--- src/rtl/mem_burst_reader.sv ---
// mem_burst_reader: burst read sequencer for mem_256x16. Issues one address
// per cycle on the selected port, limited by FIFO credit, captures the
// registered memory data into a small FIFO and streams it out valid/ready.
module mem_burst_reader #(
   parameter int ADDR_W     = 8,
   parameter int DATA_W     = 16,
   parameter int FIFO_DEPTH = 4
) (
   input  logic              clk,
   input  logic              rst,
   input  logic              start,
   input  logic              port_sel_in,
   input  logic [ADDR_W-1:0] base_addr,
   input  logic [ADDR_W:0]   len,
   output logic              busy,
   output logic              done,
   output logic              mem_port_sel,
   output logic [ADDR_W-1:0] mem_addr_a,
   output logic [ADDR_W-1:0] mem_addr_b,
   output logic              mem_req,
   input  logic [DATA_W-1:0] mem_data_q,
   output logic [DATA_W-1:0] out_data,
   output logic              out_valid,
   input  logic              out_ready,
   output logic              out_last
);

   // state | meaning
   // IDLE  | waiting for start (a zero-length request is acknowledged from here)
   // ISSUE | driving one new address per cycle while credit allows
   // DRAIN | all addresses issued, waiting for the last word to be accepted
   // FIN   | one-cycle done pulse
   typedef enum logic [1:0] {IDLE, ISSUE, DRAIN, FIN} state_t;

   localparam int LW   = ADDR_W + 1;
   localparam int PW   = $clog2(FIFO_DEPTH);
   localparam int CNTW = PW + 1;
   localparam int CW   = PW + 2;

   state_t               state_q, state_d;
   logic                 sel_q, sel_d;
   logic [LW-1:0]        len_q, len_d;
   logic [ADDR_W-1:0]    addr_q, addr_d;
   logic                 req_q, req_d;
   logic                 req_last_q, req_last_d;
   logic                 vld_q, vld_d;
   logic                 vld_last_q, vld_last_d;
   logic                 zlen_q, zlen_d;
   logic [LW-1:0]        iss_cnt_q, iss_cnt_d;

   logic [PW-1:0]        wr_ptr_q, wr_ptr_d;
   logic [PW-1:0]        rd_ptr_q, rd_ptr_d;
   logic [CNTW-1:0]      cnt_q, cnt_d;
   logic [DATA_W-1:0]    fifo_data_q [FIFO_DEPTH];
   logic [DATA_W-1:0]    fifo_data_d [FIFO_DEPTH];
   logic [FIFO_DEPTH-1:0] fifo_last_q, fifo_last_d;

   logic                 push;
   logic                 pop;
   logic [CW-1:0]        occ_sum;
   logic                 credit_ok;
   logic                 issue_first;
   logic                 issue_next;
   logic                 issue;
   logic [LW-1:0]        len_cur;

   // Issue decision: occupancy plus reads still in the memory pipeline must
   // leave room for one more word; a pop at this edge frees its slot.
   always_comb begin
      push        = vld_q;
      pop         = (cnt_q != '0) && out_ready;
      occ_sum     = CW'(cnt_q) + CW'(vld_q) + CW'(req_q) - CW'(pop);
      credit_ok   = occ_sum < CW'(FIFO_DEPTH);
      issue_first = (state_q == IDLE) && start && !zlen_q && (len != '0);
      issue_next  = (state_q == ISSUE) && (iss_cnt_q < len_q) && credit_ok;
      issue       = issue_first || issue_next;
      len_cur     = issue_first ? len : len_q;
      if (issue_first) begin
         iss_cnt_d = LW'(1);
      end else begin
         iss_cnt_d = iss_cnt_q + LW'(issue_next);
      end
   end

   // State register
   always_ff @(posedge clk) begin
      if (rst) begin
         state_q <= IDLE;
      end else begin
         state_q <= state_d;
      end
   end

   // Next-state logic
   always_comb begin
      state_d = state_q;
      case (state_q)
         IDLE: begin
            // zero-length request: one cycle of request latency, then FIN
            if (zlen_q) begin
               state_d = FIN;
            end else if (issue_first) begin
               state_d = ISSUE;
            end
         end
         ISSUE: begin
            if (iss_cnt_d == len_q) begin
               state_d = DRAIN;
            end
         end
         DRAIN: begin
            if (pop && out_last) begin
               state_d = FIN;
            end
         end
         FIN: begin
            state_d = IDLE;
         end
         default: begin
            state_d = IDLE;
         end
      endcase
   end

   // Output / datapath next values: address bus, request pipeline, latches
   always_comb begin
      sel_d      = sel_q;
      len_d      = len_q;
      addr_d     = addr_q;
      req_d      = issue;
      req_last_d = issue && (iss_cnt_d == len_cur);
      vld_d      = req_q;
      vld_last_d = req_last_q;
      zlen_d     = (state_q == IDLE) && start && !zlen_q && (len == '0);
      if (issue_first) begin
         sel_d  = port_sel_in;
         len_d  = len;
         addr_d = base_addr;
      end else if (issue_next) begin
         addr_d = addr_q + ADDR_W'(1);
      end
   end

   // Datapath registers
   always_ff @(posedge clk) begin
      if (rst) begin
         sel_q      <= 1'b0;
         len_q      <= '0;
         addr_q     <= '0;
         req_q      <= 1'b0;
         req_last_q <= 1'b0;
         vld_q      <= 1'b0;
         vld_last_q <= 1'b0;
         zlen_q     <= 1'b0;
         iss_cnt_q  <= '0;
      end else begin
         sel_q      <= sel_d;
         len_q      <= len_d;
         addr_q     <= addr_d;
         req_q      <= req_d;
         req_last_q <= req_last_d;
         vld_q      <= vld_d;
         vld_last_q <= vld_last_d;
         zlen_q     <= zlen_d;
         iss_cnt_q  <= iss_cnt_d;
      end
   end

   // FIFO next values: push the returned word with its last tag, pop on handshake
   always_comb begin
      wr_ptr_d    = wr_ptr_q;
      rd_ptr_d    = rd_ptr_q;
      fifo_data_d = fifo_data_q;
      fifo_last_d = fifo_last_q;
      if (push) begin
         fifo_data_d[wr_ptr_q] = mem_data_q;
         fifo_last_d[wr_ptr_q] = vld_last_q;
         wr_ptr_d              = wr_ptr_q + PW'(1);
      end
      if (pop) begin
         rd_ptr_d = rd_ptr_q + PW'(1);
      end
      cnt_d = cnt_q + CNTW'(push) - CNTW'(pop);
   end

   // FIFO registers; storage is cleared so out_data reads 0 after reset
   always_ff @(posedge clk) begin
      if (rst) begin
         wr_ptr_q    <= '0;
         rd_ptr_q    <= '0;
         cnt_q       <= '0;
         fifo_last_q <= '0;
         for (int i = 0; i < FIFO_DEPTH; i++) begin
            fifo_data_q[i] <= '0;
         end
      end else begin
         wr_ptr_q    <= wr_ptr_d;
         rd_ptr_q    <= rd_ptr_d;
         cnt_q       <= cnt_d;
         fifo_last_q <= fifo_last_d;
         for (int i = 0; i < FIFO_DEPTH; i++) begin
            fifo_data_q[i] <= fifo_data_d[i];
         end
      end
   end

   assign busy         = (state_q == ISSUE) || (state_q == DRAIN);
   assign done         = (state_q == FIN);
   assign mem_port_sel = sel_q;
   assign mem_addr_a   = sel_q ? '0 : addr_q;
   assign mem_addr_b   = sel_q ? addr_q : '0;
   assign mem_req      = req_q;
   assign out_valid    = (cnt_q != '0);
   assign out_data     = fifo_data_q[rd_ptr_q];
   assign out_last     = out_valid && fifo_last_q[rd_ptr_q];

endmodule
--- config.mk ---
export PLATFORM = sky130hd
export DESIGN_NAME = mem_burst_reader
export DESIGN_NICKNAME = d
export VERILOG_FILES = /design/src/rtl/mem_burst_reader.sv
export SDC_FILE = /design/constraint.sdc
export NUM_CORES = 1
export LEC_CHECK = 0
export CAP_MARGIN = 15
export CORE_ASPECT_RATIO = 0.9
export CORE_MARGIN = 8
export CORE_UTILIZATION = 25
export DETAILED_ROUTE_END_ITERATION = 8
export HOLD_SLACK_MARGIN = 0.08
export PLACE_DENSITY = 0.44
export SETUP_SLACK_MARGIN = 0.3
export SLEW_MARGIN = 10
export SYNTH_ARGS = -nofsm -noshare
export SYNTH_HDL_FRONTEND = slang
export SYNTH_SLANG_ARGS = --single-unit
--- constraint.sdc ---
create_clock -name clk -period 5.65 [get_ports clk]
set_input_delay 1.695 -clock clk [delete_from_list [all_inputs] [get_ports clk]]
set_output_delay 1.695 -clock clk [all_outputs]
set_load 0.01 [all_outputs]
# == Word-level counts from Yosys, hierarchy flattened ==
# Index checks and enable logic that the tools add are counted.
# classes
n_addsub,9
n_lt_le_gt_ge,8
n_eq_ne,8
muxes,22
n_bitwise,2
n_reduce_logical,21
# ops
operator,count
64-bit bitwise mux,1
16-bit two-way mux,3
16-bit binary-select mux with 2-bit select,1
16-bit demux with 2-bit select,1
8-bit two-way mux,4
9-bit == test,2
9-bit two-way mux,2
1-bit logical AND,12
9-bit by 1-bit adder with 9-bit output,1
9-bit zero test,1
9-bit less-than comparator,1
9-bit nonzero test,1
"8-bit by 1-bit adder with 8-bit output, second input constant",1
2-bit two-way mux,4
2-bit one-hot mux with 4 select lines,1
"3-bit >= comparator, second input constant",2
"2-bit by 3-bit less-than comparator with 1-bit output, second input constant",2
2-bit NOT with 3-bit output,2
"2-bit by 1-bit adder with 2-bit output, second input constant",2
3-bit by 1-bit adder with 4-bit output,1
4-bit by 1-bit adder with 4-bit output,1
4-bit bitwise mux,1
"2-bit == test, second input constant",2
"4-bit by 3-bit less-than comparator with 1-bit output, second input constant",1
18 further kinds,20
# totals
register_bits,109
inputBits,38
output_inout_bits,38
word_cells,88

# == Logic depth before layout (Yosys ltp) ==
# depth
ltp_word,10
ltp_mapped,20

# == Least setup slack after synthesis ==
# OpenSTA, ideal clock, no wires.
# synth_timing
path_type,input port to flip-flop
start,in out_ready
end,reg state_q[0]
arrival_time_ps,4951
path_slack_ps,571
cell_stages,18
n_path_buf,0
cell_sequence,nand3_1 > o21ai_0 > ha_1 > a21o_1 > a21o_1 > or3b_4 > a31oi_4 > o211ai_4 > inv_1 > ha_1 > ha_1 > nand3_1 > nor2_1 > xnor2_1 > a221o_1 > nor4_1 > a31oi_1 > mux2i_1
# synth_between
elab_chain_cells,9
elab_cells_between_ends,11
cone_classes,add/sub (2); order compare (1); eq/ne (3); mux (1); reduce/logical (4)
# synth_rtl
element,line_no,rtl
"start, declared",24,"input logic out_ready,"
1-bit logical AND *,71,pop = (cnt_q != '0) && out_ready;
4-bit by 1-bit subtractor with 4-bit output,72,occ_sum = CW'(cnt_q) + CW'(vld_q) + CW'(req_q) - CW'(pop);
4-bit by 3-bit less-than comparator with 1-bit output,73,credit_ok = occ_sum < CW'(FIFO_DEPTH);
1-bit logical AND,75,issue_next = (state_q == ISSUE) && (iss_cnt_q < len_q) && credit_ok;
9-bit by 1-bit adder with 9-bit output,81,iss_cnt_d = iss_cnt_q + LW'(issue_next);
9-bit two-way mux,78,if (issue_first) begin
9-bit == test,107,if (iss_cnt_d == len_q) begin
2-bit by 1-bit inequality test with 1-bit output (no line),-,
3-bit AND reduction (no line) *,-,
"end signal, assigned",90,state_q <= state_d;
"end, declared",40,"state_t state_q, state_d;"
# Mark *: on every way between the ends. The rest lies on a longest branch, timed or not.
# A chain may end at the register's enable or synchronous reset.

# == Worst setup path in the final report ==
# layout_timing
start,in out_ready
end,reg state_q[1]
# Same word-level chain as after synthesis.

==> key figures <==
Worst setup path
  • FF-to-FF path depth: 18
  • Worst Path Buf+Inv: 2
  • FF-to-FF setup slack: 1240 ps
  • Setup CP Type: in -> reg
  • RR Endpoint: state_q[1]
  • CP arrival: about 5200 ps
  • Critical-path maximum fanout: 3
  • Critical Path Max Stage Delay: around 440 ps
  • WP data required: 5890 ps
  • Crit path max-delay cell type: or3_4
  • Worst-path cell chain: dlymetal6s2s_1 -> nand3_2 -> o21ai_1 -> ha_1 -> a21o_1 -> a21o_1 -> or3b_4 -> a31oi_4 -> o211ai_4 -> inv_2 -> ha_4 -> nand4_1 -> or3_4 -> a32oi_4 -> o31ai_4 -> nor4_4 -> a31oi_4 -> mux2i_1
  • Startpoint Class: input port
  • Critical Path Sink Type: flip-flop
  • CP top delay family: simple AND/OR/NAND/NOR gates
  • R2R Path Start: cnt_q[1]

Logic synthesis
  • Synth cell types: 49
  • Yosys Warn Count: 0
  • Combined area of all synthesized cells: approximately 0.0052 mm^2
  • Synth Instances: between 600 and 700
  • Prevailing post-synth register cell: dfxtp_1
  • Number of synthesized register bits: 109
  • Sequential share of the synthesized area: 41.8%
  • Post-synth EDFFs: 0
  • Syn Nets: 690
  • Asr flop ratio synth: 0%
  • Mapped Avg Cell Area: approximately 8.3 um^2

Min path
  • WHS Endpoint: fifo_data_q[6]
  • Hold Startpoint: fifo_data_q[6]
  • Min-Delay Path Depth: 2
  • Worst Hold Class: reg -> reg

Pwr
  • VDD IR-drop max: ~0.14 mV
  • Clock power frac: 29.0%
  • Internal: 0.00155 W
  • Leakage power: 2.36 nW
  • Sw frac: between 30% and 40%
  • Register share of total power: 39.7%
  • Net Switching: 0.000802 W
  • Power per cell area: 349 mW/mm^2
  • Gate power share: 31.3%

Die
  • Core region area: 0.0206 mm^2
  • IO Count: 76
  • DIE WIDTH: between 150 and 200 um
  • Initial core utilization: 25.3%
  • Row cnt: 50
  • DIE AREA: between 0.02 and 0.03 mm^2
  • Die Y: 153 um

Run
  • Total of max-cap violations: 0

Global routing
  • Initial antenna violation count: 0
  • Via count of the first global-routing pass: slightly below 5,000
  • Total track usage: 12.5%
  • First-pass GRT wire length: around 26,000 um
  • GRT Residual Overflow: 0
  • Largest net degree at the start of global routing: 78

Detailed routing
  • Via-per-instance ratio: 4.84
  • Final ANT Viol Nets: 0
  • Per-cell routed wire length: 16.7 um
  • Drt initial violations: ~170
  • DR vias: around 4,700
  • First drt pass iteration count: 8
  • DRC errors left: 0
  • Post-Route WL: 16,100 um

STA
  • Final Skew: between 8 and 9 ps
  • Final min period: 5000 ps
  • Worst hold margin: 455 ps
  • Slew Limit Fails: 0
  • Actual slew at the worst max-slew pin: approximately 900 ps
  • RSZ-0062 raised after global routing: false
  • Fmax: roughly 200 MHz
  • Hold Violations, Final: 0
  • Setup WS post-layout: 653 ps
  • Setup violations, final: 0
  • Slew margin rel.: 39.3%
  • Period utilization: a little under 90%

Cells and area
  • Share of layout cells above drive strength 1: 9.99%
  • Leading cell type in the layout, fill and taps excluded: nand2_1
  • Area grow syn2layout: 29.2%
  • Cell area after layout: 0.00675 mm^2
  • Layout Nets: between 700 and 800
  • Commonest cells after routing, fill and taps aside: 177 x nand2_1, 109 x dfxtp_1, 81 x a21oi_1, 73 x clkdlybuf4s50_1, 29 x nor2_1
  • # diodes: 0

Placement
  • Port Buffers: 75
  • Post-DP HPWL: about 11,000 um
  • Post-Place Worst Slack: -93.8 ps
  • GP Congestion: around 0.84
  • Dpl cell area: roughly 0.0063 mm^2

Clock network
  • Worst-case clock buffer depth: 2
  • Clock Tree Root: clkbuf_16
  • Clock buffer count from CTS: 9
  • H-tree Lvls: 3
  • CTS tree: built
  • Clock Latency Late Sink: roughly 360 ps
  • Clk slew on worst S/H paths: 80 ps
  • Sink Count: 109

Status
  • Status: completed
[sequential cells by signal (all words and copies together), names as in the netlist, 2 cells and up]
| register | cells |
|---|---|
| addr_q | 8 |
| cnt_q | 3 |
| fifo_data_q | 64 |
| fifo_last_q | 4 |
| iss_cnt_q | 9 |
| len_q | 9 |
| rd_ptr_q | 2 |
| state_q | 2 |
| wr_ptr_q | 2 |
[layer usage]
layer	vias up	global-route usage (%)	routed length, um	share of wire [%]
li1	2278	-	-	-
met1	2227	14.9	7250	45
met2	123	20.8	7610	47
met3	24	3.73	936	5.8
met4	0	4.50	295	1.8
met5	-	0	0	0
[tightest hold or removal path, stage by stage, from the launching register on]
cell	delay [ps]
dfxtp_1	310
nand2_1	50
a21oi_1	50
[worst max-delay path by stage]
stage | end | cells after the start | from
2_1_floorplan | state_q[0] | 18 | out_ready
3_3_place_gp | state_q[1] | 20 | out_ready
3_5_place_dp | state_q[0] | 20 | out_ready
4_1_cts | state_q[1] | 20 | out_ready
5_1_grt | state_q[1] | 18 | out_ready
6_report | state_q[1] | 18 | out_ready
[cells by family (layout without fill, tap and decap cells)]
family	count (synthesis)	count (layout)	share of synthesized area, %
adder cells (fa/ha/maj)	24	24	5.90
XOR/XNOR	14	14	2.35
flip-flops	109	109	41.8
multiplexers	21	21	8.13
AO/OA/AOI/OAI	126	126	14.7
AND/OR/NAND/NOR	275	275	22.8
buffers and inverters	59	132	4.32
[cell usage after synthesis (all sizes together), types with 2 or more instances]
master | n | area (um^2)
ha | 23 | 288
nand2 | 177 | 664
mux2i | 3 | 30.0
a21oi | 81 | 405
nand3 | 13 | 65.1
or4 | 3 | 22.5
and3 | 3 | 18.8
nor4 | 5 | 31.3
o211ai | 2 | 28.8
buf | 5 | 22.5
nor2 | 30 | 113
mux4 | 17 | 383
xnor2 | 11 | 96.3
nor2b | 12 | 75.1
a31oi | 2 | 27.5
a21o | 5 | 37.5
or3 | 4 | 25.0
a311oi | 4 | 35.0
dfxtp | 109 | 2180
nand4 | 3 | 18.8
xor2 | 3 | 26.3
nor3 | 5 | 25.0
o21ai | 8 | 40.0
a211oi | 4 | 30.0
clkbuf | 30 | 113
o31ai | 3 | 22.5
inv | 24 | 90.1
o22ai | 3 | 18.8
a22o | 3 | 26.3
and2 | 17 | 106
[metrics by stage]
step | cells | total power (W) | utilization, % | setup TNS (ps)
CTS | 959 | 0.00234 | 31.9 | 0
detailed placement | 943 | 0.00164 | 30.4 | -221
global placement | 943 | 0.00164 | 30.4 | -137
finish | 961 | 0.00235 | 32.7 | 0
floorplan | 628 | 0.00136 | - | 0
global route | 961 | 0.00249 | 32.7 | 0
[power by group through the flow]
stage	sequential [W]	combinational, W	clock (W)
6_report	0.000933	0.000736	0.000682
5_1_grt	0.000950	0.000811	0.000733
4_1_cts	0.000933	0.000700	0.000707
3_5_place_dp	0.000950	0.000694	0
3_3_place_gp	0.000949	0.000686	0
2_1_floorplan	0.000894	0.000464	0
[timing repair]
item / in CTS / in global routing
endpoints found under the setup margin: 2 / 3
hold buffers: 0 / 0
pin swaps: 0 / 7
setup buffers: 0 / 2
hold endpoints to repair: 0 / 0
gates resized for setup: 1 / 25
[layout make-up]
| type | instances | area [um^2] |
|---|---|---|
| Fill cell | 2118 | 13900 |
| Multi-Input combinational cell | 460 | 2950 |
| Sequential cell | 109 | 2180 |
| Timing Repair Buffer | 92 | 876 |
| Tap cell | 260 | 325 |
| Clock buffer | 9 | 225 |
| Clock inverter | 7 | 92.6 |
| Inverter | 24 | 90.1 |
Note: power is estimated with default switching activity, not from simulation.
